<file path="src/rtl/button_event_decoder_pkg.sv">
// Shared types and helpers for the button event decoder.
package btn_evt_pkg;

  typedef enum logic [1:0] {
    IDLE,
    PRESSED,
    LONG_HELD
  } btn_state_t;

  function automatic int unsigned ms_to_cycles(input int unsigned freq, input int unsigned ms);
    return freq / 1000 * ms;
  endfunction

endpackage

</file>
<file path="src/rtl/button_event_decoder_if.sv">
// Debounced-button level in, single-cycle button events out.
interface button_event_decoder_if;
  import btn_evt_pkg::*;

  logic btn_level;
  logic press_pulse;
  logic release_pulse;
  logic release_was_long;
  logic long_press_pulse;
  logic repeat_pulse;
  logic held;

  // Producer/consumer of events: drives the level, observes the events.
  modport master (
    output btn_level,
    input  press_pulse,
    input  release_pulse,
    input  release_was_long,
    input  long_press_pulse,
    input  repeat_pulse,
    input  held
  );

  modport slave (
    input  btn_level,
    output press_pulse,
    output release_pulse,
    output release_was_long,
    output long_press_pulse,
    output repeat_pulse,
    output held
  );

endinterface

</file>
<file path="src/rtl/button_event_decoder.sv">
// Turns a clean button level into press, release, long-press and auto-repeat pulses.
// One FSM with a single shared hold timer; every output is registered.
module button_event_decoder
  import btn_evt_pkg::*;
#(
  parameter int unsigned CLK_FREQ  = 100_000_000,
  parameter int unsigned LONG_MS   = 1000,
  parameter int unsigned REPEAT_MS = 200,
  parameter bit          REPEAT_EN = 1'b1
) (
  input  logic                    clk,
  input  logic                    reset,
  button_event_decoder_if.slave   bus
);

  localparam int unsigned LongCycles   = ms_to_cycles(CLK_FREQ, LONG_MS);
  localparam int unsigned RepeatCycles = ms_to_cycles(CLK_FREQ, REPEAT_MS);
  localparam int unsigned MaxCycles    = (LongCycles > RepeatCycles) ? LongCycles : RepeatCycles;
  localparam int unsigned TimerW       = $clog2(MaxCycles + 1);

  localparam logic [TimerW-1:0] LongLast   = TimerW'(LongCycles - 1);
  localparam logic [TimerW-1:0] RepeatLast = TimerW'(RepeatCycles - 1);

  if (LongCycles < 2 || RepeatCycles < 1) begin : g_param_check
    $error("button_event_decoder: LONG_CYCLES must be >= 2 and REPEAT_CYCLES >= 1");
  end

  btn_state_t        r_state;
  logic [TimerW-1:0] r_timer;
  logic              r_press;
  logic              r_release;
  logic              r_was_long;
  logic              r_long;
  logic              r_repeat;
  logic              r_held;

  always_ff @(posedge clk) begin
    if (reset) begin
      r_state    <= IDLE;
      r_timer    <= '0;
      r_press    <= 1'b0;
      r_release  <= 1'b0;
      r_was_long <= 1'b0;
      r_long     <= 1'b0;
      r_repeat   <= 1'b0;
      r_held     <= 1'b0;
    end else begin
      r_press    <= 1'b0;
      r_release  <= 1'b0;
      r_was_long <= 1'b0;
      r_long     <= 1'b0;
      r_repeat   <= 1'b0;
      unique case (r_state)
        IDLE: begin
          if (bus.btn_level) begin
            r_press <= 1'b1;
            r_state <= PRESSED;
            r_timer <= '0;
            r_held  <= 1'b1;
          end else begin
            r_held  <= 1'b0;
          end
        end
        // Release is checked before timer expiry so the release edge never carries a long pulse.
        PRESSED: begin
          if (!bus.btn_level) begin
            r_release <= 1'b1;
            r_state   <= IDLE;
            r_timer   <= '0;
            r_held    <= 1'b0;
          end else if (r_timer == LongLast) begin
            r_long  <= 1'b1;
            r_state <= LONG_HELD;
            r_timer <= '0;
            r_held  <= 1'b1;
          end else begin
            r_timer <= r_timer + 1'b1;
            r_held  <= 1'b1;
          end
        end
        LONG_HELD: begin
          if (!bus.btn_level) begin
            r_release  <= 1'b1;
            r_was_long <= 1'b1;
            r_state    <= IDLE;
            r_timer    <= '0;
            r_held     <= 1'b0;
          end else if (r_timer == RepeatLast) begin
            r_repeat <= REPEAT_EN;
            r_timer  <= '0;
            r_held   <= 1'b1;
          end else begin
            r_timer <= r_timer + 1'b1;
            r_held  <= 1'b1;
          end
        end
        default: begin
          r_state <= IDLE;
          r_timer <= '0;
          r_held  <= 1'b0;
        end
      endcase
    end
  end

  assign bus.press_pulse      = r_press;
  assign bus.release_pulse    = r_release;
  assign bus.release_was_long = r_was_long;
  assign bus.long_press_pulse = r_long;
  assign bus.repeat_pulse     = r_repeat;
  assign bus.held             = r_held;

endmodule

</file>
<file path="src/flat_wrapper.sv">
// flat-port wrapper written by rule: the top's interface ports become plain ports
module button_event_decoder_flat import btn_evt_pkg::*;
#(
  parameter int unsigned CLK_FREQ  = 100_000_000,
  parameter int unsigned LONG_MS   = 1000,
  parameter int unsigned REPEAT_MS = 200,
  parameter bit          REPEAT_EN = 1'b1
)
  (clk, reset, bus_btn_level, bus_press_pulse, bus_release_pulse, bus_release_was_long, bus_long_press_pulse, bus_repeat_pulse, bus_held);
  button_event_decoder_if bus_i ();
  input  logic clk;
  input  logic reset;
  input wire logic [$bits(bus_i.btn_level)-1:0] bus_btn_level;
  output wire logic [$bits(bus_i.press_pulse)-1:0] bus_press_pulse;
  output wire logic [$bits(bus_i.release_pulse)-1:0] bus_release_pulse;
  output wire logic [$bits(bus_i.release_was_long)-1:0] bus_release_was_long;
  output wire logic [$bits(bus_i.long_press_pulse)-1:0] bus_long_press_pulse;
  output wire logic [$bits(bus_i.repeat_pulse)-1:0] bus_repeat_pulse;
  output wire logic [$bits(bus_i.held)-1:0] bus_held;
  assign bus_i.btn_level = bus_btn_level;
  assign bus_press_pulse = bus_i.press_pulse;
  assign bus_release_pulse = bus_i.release_pulse;
  assign bus_release_was_long = bus_i.release_was_long;
  assign bus_long_press_pulse = bus_i.long_press_pulse;
  assign bus_repeat_pulse = bus_i.repeat_pulse;
  assign bus_held = bus_i.held;
  button_event_decoder #(.CLK_FREQ(CLK_FREQ), .LONG_MS(LONG_MS), .REPEAT_MS(REPEAT_MS), .REPEAT_EN(REPEAT_EN)) u_core (.clk(clk), .reset(reset), .bus(bus_i));
endmodule
</file>
<file path="config.mk">
export PLATFORM = sky130hd
export DESIGN_NAME = button_event_decoder_flat
export DESIGN_NICKNAME = d
export VERILOG_FILES = /design/src/rtl/button_event_decoder_pkg.sv /design/src/rtl/button_event_decoder_if.sv /design/src/rtl/button_event_decoder.sv /design/src/flat_wrapper.sv
export SDC_FILE = /design/constraint.sdc
export NUM_CORES = 1
export LEC_CHECK = 0
export CORE_ASPECT_RATIO = 0.75
export CORE_UTILIZATION = 45
export CTS_BUF_LIST = sky130_fd_sc_hd__clkbuf_16
export CTS_CLUSTER_DIAMETER = 100
export DETAILED_ROUTE_END_ITERATION = 16
export GPL_TIMING_DRIVEN = 0
export SLEW_MARGIN = 30
export SYNTH_ARGS = -nofsm -noshare
export SYNTH_HDL_FRONTEND = slang
export SYNTH_SLANG_ARGS = --single-unit
</file>
<file path="constraint.sdc">
create_clock -name clk -period 2.03 [get_ports clk]
set_clock_uncertainty 0.1 [all_clocks]
set_input_delay 0.609 -clock clk [delete_from_list [all_inputs] [get_ports clk]]
set_output_delay 0.609 -clock clk [all_outputs]
set_load 0.05 [all_outputs]
</file>
==> run metrics <==
CTS H-tree depth 2; Finished Cell Area 0.00235 mm²; Max Slew Vio Count 0; failing checks negative setup slack; largest net degree at the start of global routing 12; # nets final 254; Worst setup EP type register; final period utilization 1.01; total I/O pin count 9; number of global-route vias before repair 1,710; register area share after synthesis 0.389; Die H around 57 µm; Most used DFF post-synth dfxtp_1; worst-margin pin slew 0.530 ns; Area Growth Syn to Fin 30.5%; minimum clock period after layout 2.04 ns; Setup TNS Final -0.0125 ns; Max Freq about 500 MHz; Sink Count 35; crit path launch type register; initial antenna violation count 0; ys async rst share 0; Initial Util 0.480; DRT iter0 DRCs ~120; routed via count about 1,800; Min-Delay Path Class register to register; Clock Latency Late Sink 0.29 ns; number of diodes 0; residual DRC count 0; core area about 0.0038 mm²; TritonCTS clock tree yes; maximum clock insertion buffer count 2; final setup violation count 1; EDFF count, synth 0; Routed Antenna Nets 0; Syn Nets 231; PnR worst setup slack -0.0125 ns; Syn Inst Count 223; Slew HR 0.646; library cells used by synthesis 41; Pwr Density 705 mW/mm²; cts bufs inserted 5; Crit path required time 2.07 ns; routed wire length 4940 µm; hpwl dp 3130 µm; unrepaired setup endpoints after global routing true; IO buf count 7; clock transition at the registers of the reported paths 0.05 ns; vias per inst 5.93; first-pass GRT wire length 7860 µm; Final Hold Viols 0; warnings from Yosys 0; cell area after synthesis approximately 0.0018 mm²; Yosys reg bits 35; Worst VDD drop 0.528 mV; 1st-pass router iterations 4; Crit Path Max Fanout 7; outcome finished, violations left; share of layout cells above drive strength 1 0.263; total track usage 0.246; num rows 19; Avg WL per Cell 16.5 µm; grt total ovfl 0; critical path class register to register; syn avg cell area 8.09 µm²; Arr. time, crit path 2.08 ns; Area after DPL ~0.0019 mm²; Routability Congestion roughly 0.86; full die area 0.00427 mm²; clk root buf clkbuf_16; die width 75.1 µm; Pleak 0.841 nW; Max Cap Viol 0
## path summary, 6_finish.rpt
path	to	slack [ns]	cells after the start	start
min reg2reg	u_core.r_timer[20]$_SDFFE_PP0P_	0.40	1	u_core.r_timer[20]$_SDFFE_PP0P_
min	u_core.r_timer[20]$_SDFFE_PP0P_	0.40	1	u_core.r_timer[20]$_SDFFE_PP0P_
max reg2reg	u_core.r_timer[7]$_SDFFE_PP0P_	-0.01	8	u_core.r_timer[22]$_SDFFE_PP0P_
max	u_core.r_timer[7]$_SDFFE_PP0P_	-0.01	8	u_core.r_timer[22]$_SDFFE_PP0P_
## cell usage in the layout (no fill, tap or decap), types with 3 or more instances in the layout
cell | Yosys | final
and2_1 | 3 | 3
a31oi_1 | 11 | 11
buf_4 | 1 | 11
dfxtp_1 | 35 | 17
nand4_1 | 11 | 11
dfxtp_2 | 0 | 9
nor3_1 | 4 | 4
clkbuf_16 | 0 | 5
o21ai_0 | 5 | 5
xor2_1 | 9 | 9
ha_4 | 0 | 3
dfxtp_4 | 0 | 9
nor2_1 | 26 | 25
o21a_1 | 3 | 3
inv_1 | 6 | 4
clkbuf_1 | 5 | 3
nor3b_1 | 3 | 3
dlygate4sd2_1 | 0 | 6
and3_1 | 4 | 4
buf_2 | 4 | 4
a21oi_1 | 4 | 4
nand2_1 | 31 | 29
nand3_1 | 19 | 17
## metrics by stage
stage / util / hold slack (ns) / total power [mW] / instances / worst slack (ns)
after floorplan: - / 0.384 / 0.778 / 223 / 0.0805
after global placement: 0.516 / 0.403 / 0.806 / 282 / -0.868
after detailed placement: 0.516 / 0.414 / 0.807 / 282 / -0.942
after CTS: 0.584 / 0.422 / 1.67 / 293 / -0.0235
after global routing: 0.626 / 0.406 / 1.71 / 299 / -0.0749
final: 0.626 / 0.399 / 1.66 / 299 / -0.0125
## flip-flops by register name, summed over array words and instances, names as in the netlist
signal,cells
u_core.bus.held,1
u_core.bus.long_press_pulse,1
u_core.bus.press_pulse,1
u_core.bus.release_pulse,1
u_core.bus.release_was_long,1
u_core.bus.repeat_pulse,1
u_core.r_state,2
u_core.r_timer,27
## cell usage after synthesis, drive strengths merged, types with 5 or more instances
| master | number | area, µm² |
|---|---|---|
| nor3 | 6 | 40.0 |
| xor2 | 9 | 78.8 |
| clkbuf | 5 | 18.8 |
| dfxtp | 35 | 701 |
| a31oi | 11 | 68.8 |
| ha | 5 | 62.6 |
| inv | 6 | 22.5 |
| nor2 | 26 | 97.6 |
| o21ai | 5 | 25.0 |
| nand3 | 19 | 95.1 |
| buf | 5 | 27.5 |
| nand4 | 11 | 68.8 |
| nand2 | 31 | 116 |
## timing repair
item,4_1_cts,5_1_grt
pin swaps,6,16
hold endpoints to repair,0,0
buffers inserted,3,6
setup endpoints to repair,35,27
cloned,0,0
resized for setup,28,43
hold buffers,0,0
## cell type report
type                            count  area (µm²)
Timing Repair Buffer               16         125
Tap cell                           52        65.1
Multi-Input combinational cell    172        1180
Buffer                             10        53.8
Inverter                            6        22.5
Fill cell                         366        1400
Sequential cell                    35         746
Clock buffer                        5         125
Clock inverter                      3        38.8
## critical path, cell delays in order (launching register included)
cell	delay, ns
dfxtp_4	0.37
nand4_1	0.22
nor4_4	0.43
a2bb2oi_2	0.22
a21boi_4	0.10
buf_4	0.15
buf_4	0.13
nand4_1	0.09
a31oi_1	0.09
## metal layers
| metal | GRT usage | wire (µm) | vias up |
|---|---|---|---|
| li1 | - | - | 849 |
| met1 | 0.324 | 2180 | 850 |
| met2 | 0.376 | 2380 | 59 |
| met3 | 0.0772 | 273 | 14 |
| met4 | 0.0863 | 107 | 0 |
| met5 | 0 | 0 | - |
## cell families (layout without fill, tap and decap cells)
family / Yosys count / after routing / synth area share
AOI/OAI and AO/OA: 32 / 32 / 0.122
muxes: 1 / 1 / 0.00555
buffers and inverters: 16 / 40 / 0.0382
and+or+nand+nor: 123 / 123 / 0.357
DFF: 35 / 35 / 0.389
xor gates and xnor gates: 11 / 11 / 0.0534
adders and majority gates: 5 / 5 / 0.0347
## where the power goes
| group | internal [mW] | switching, mW | leakage (nW) |
|---|---|---|---|
| logic | 0.0366 | 0.0723 | 0.466 |
| registers | 0.682 | 0.00508 | 0.294 |
| clock network | 0.572 | 0.291 | 0.0812 |
| total | 1.29 | 0.368 | 0.841 |
(Power assumes the default switching activity.)
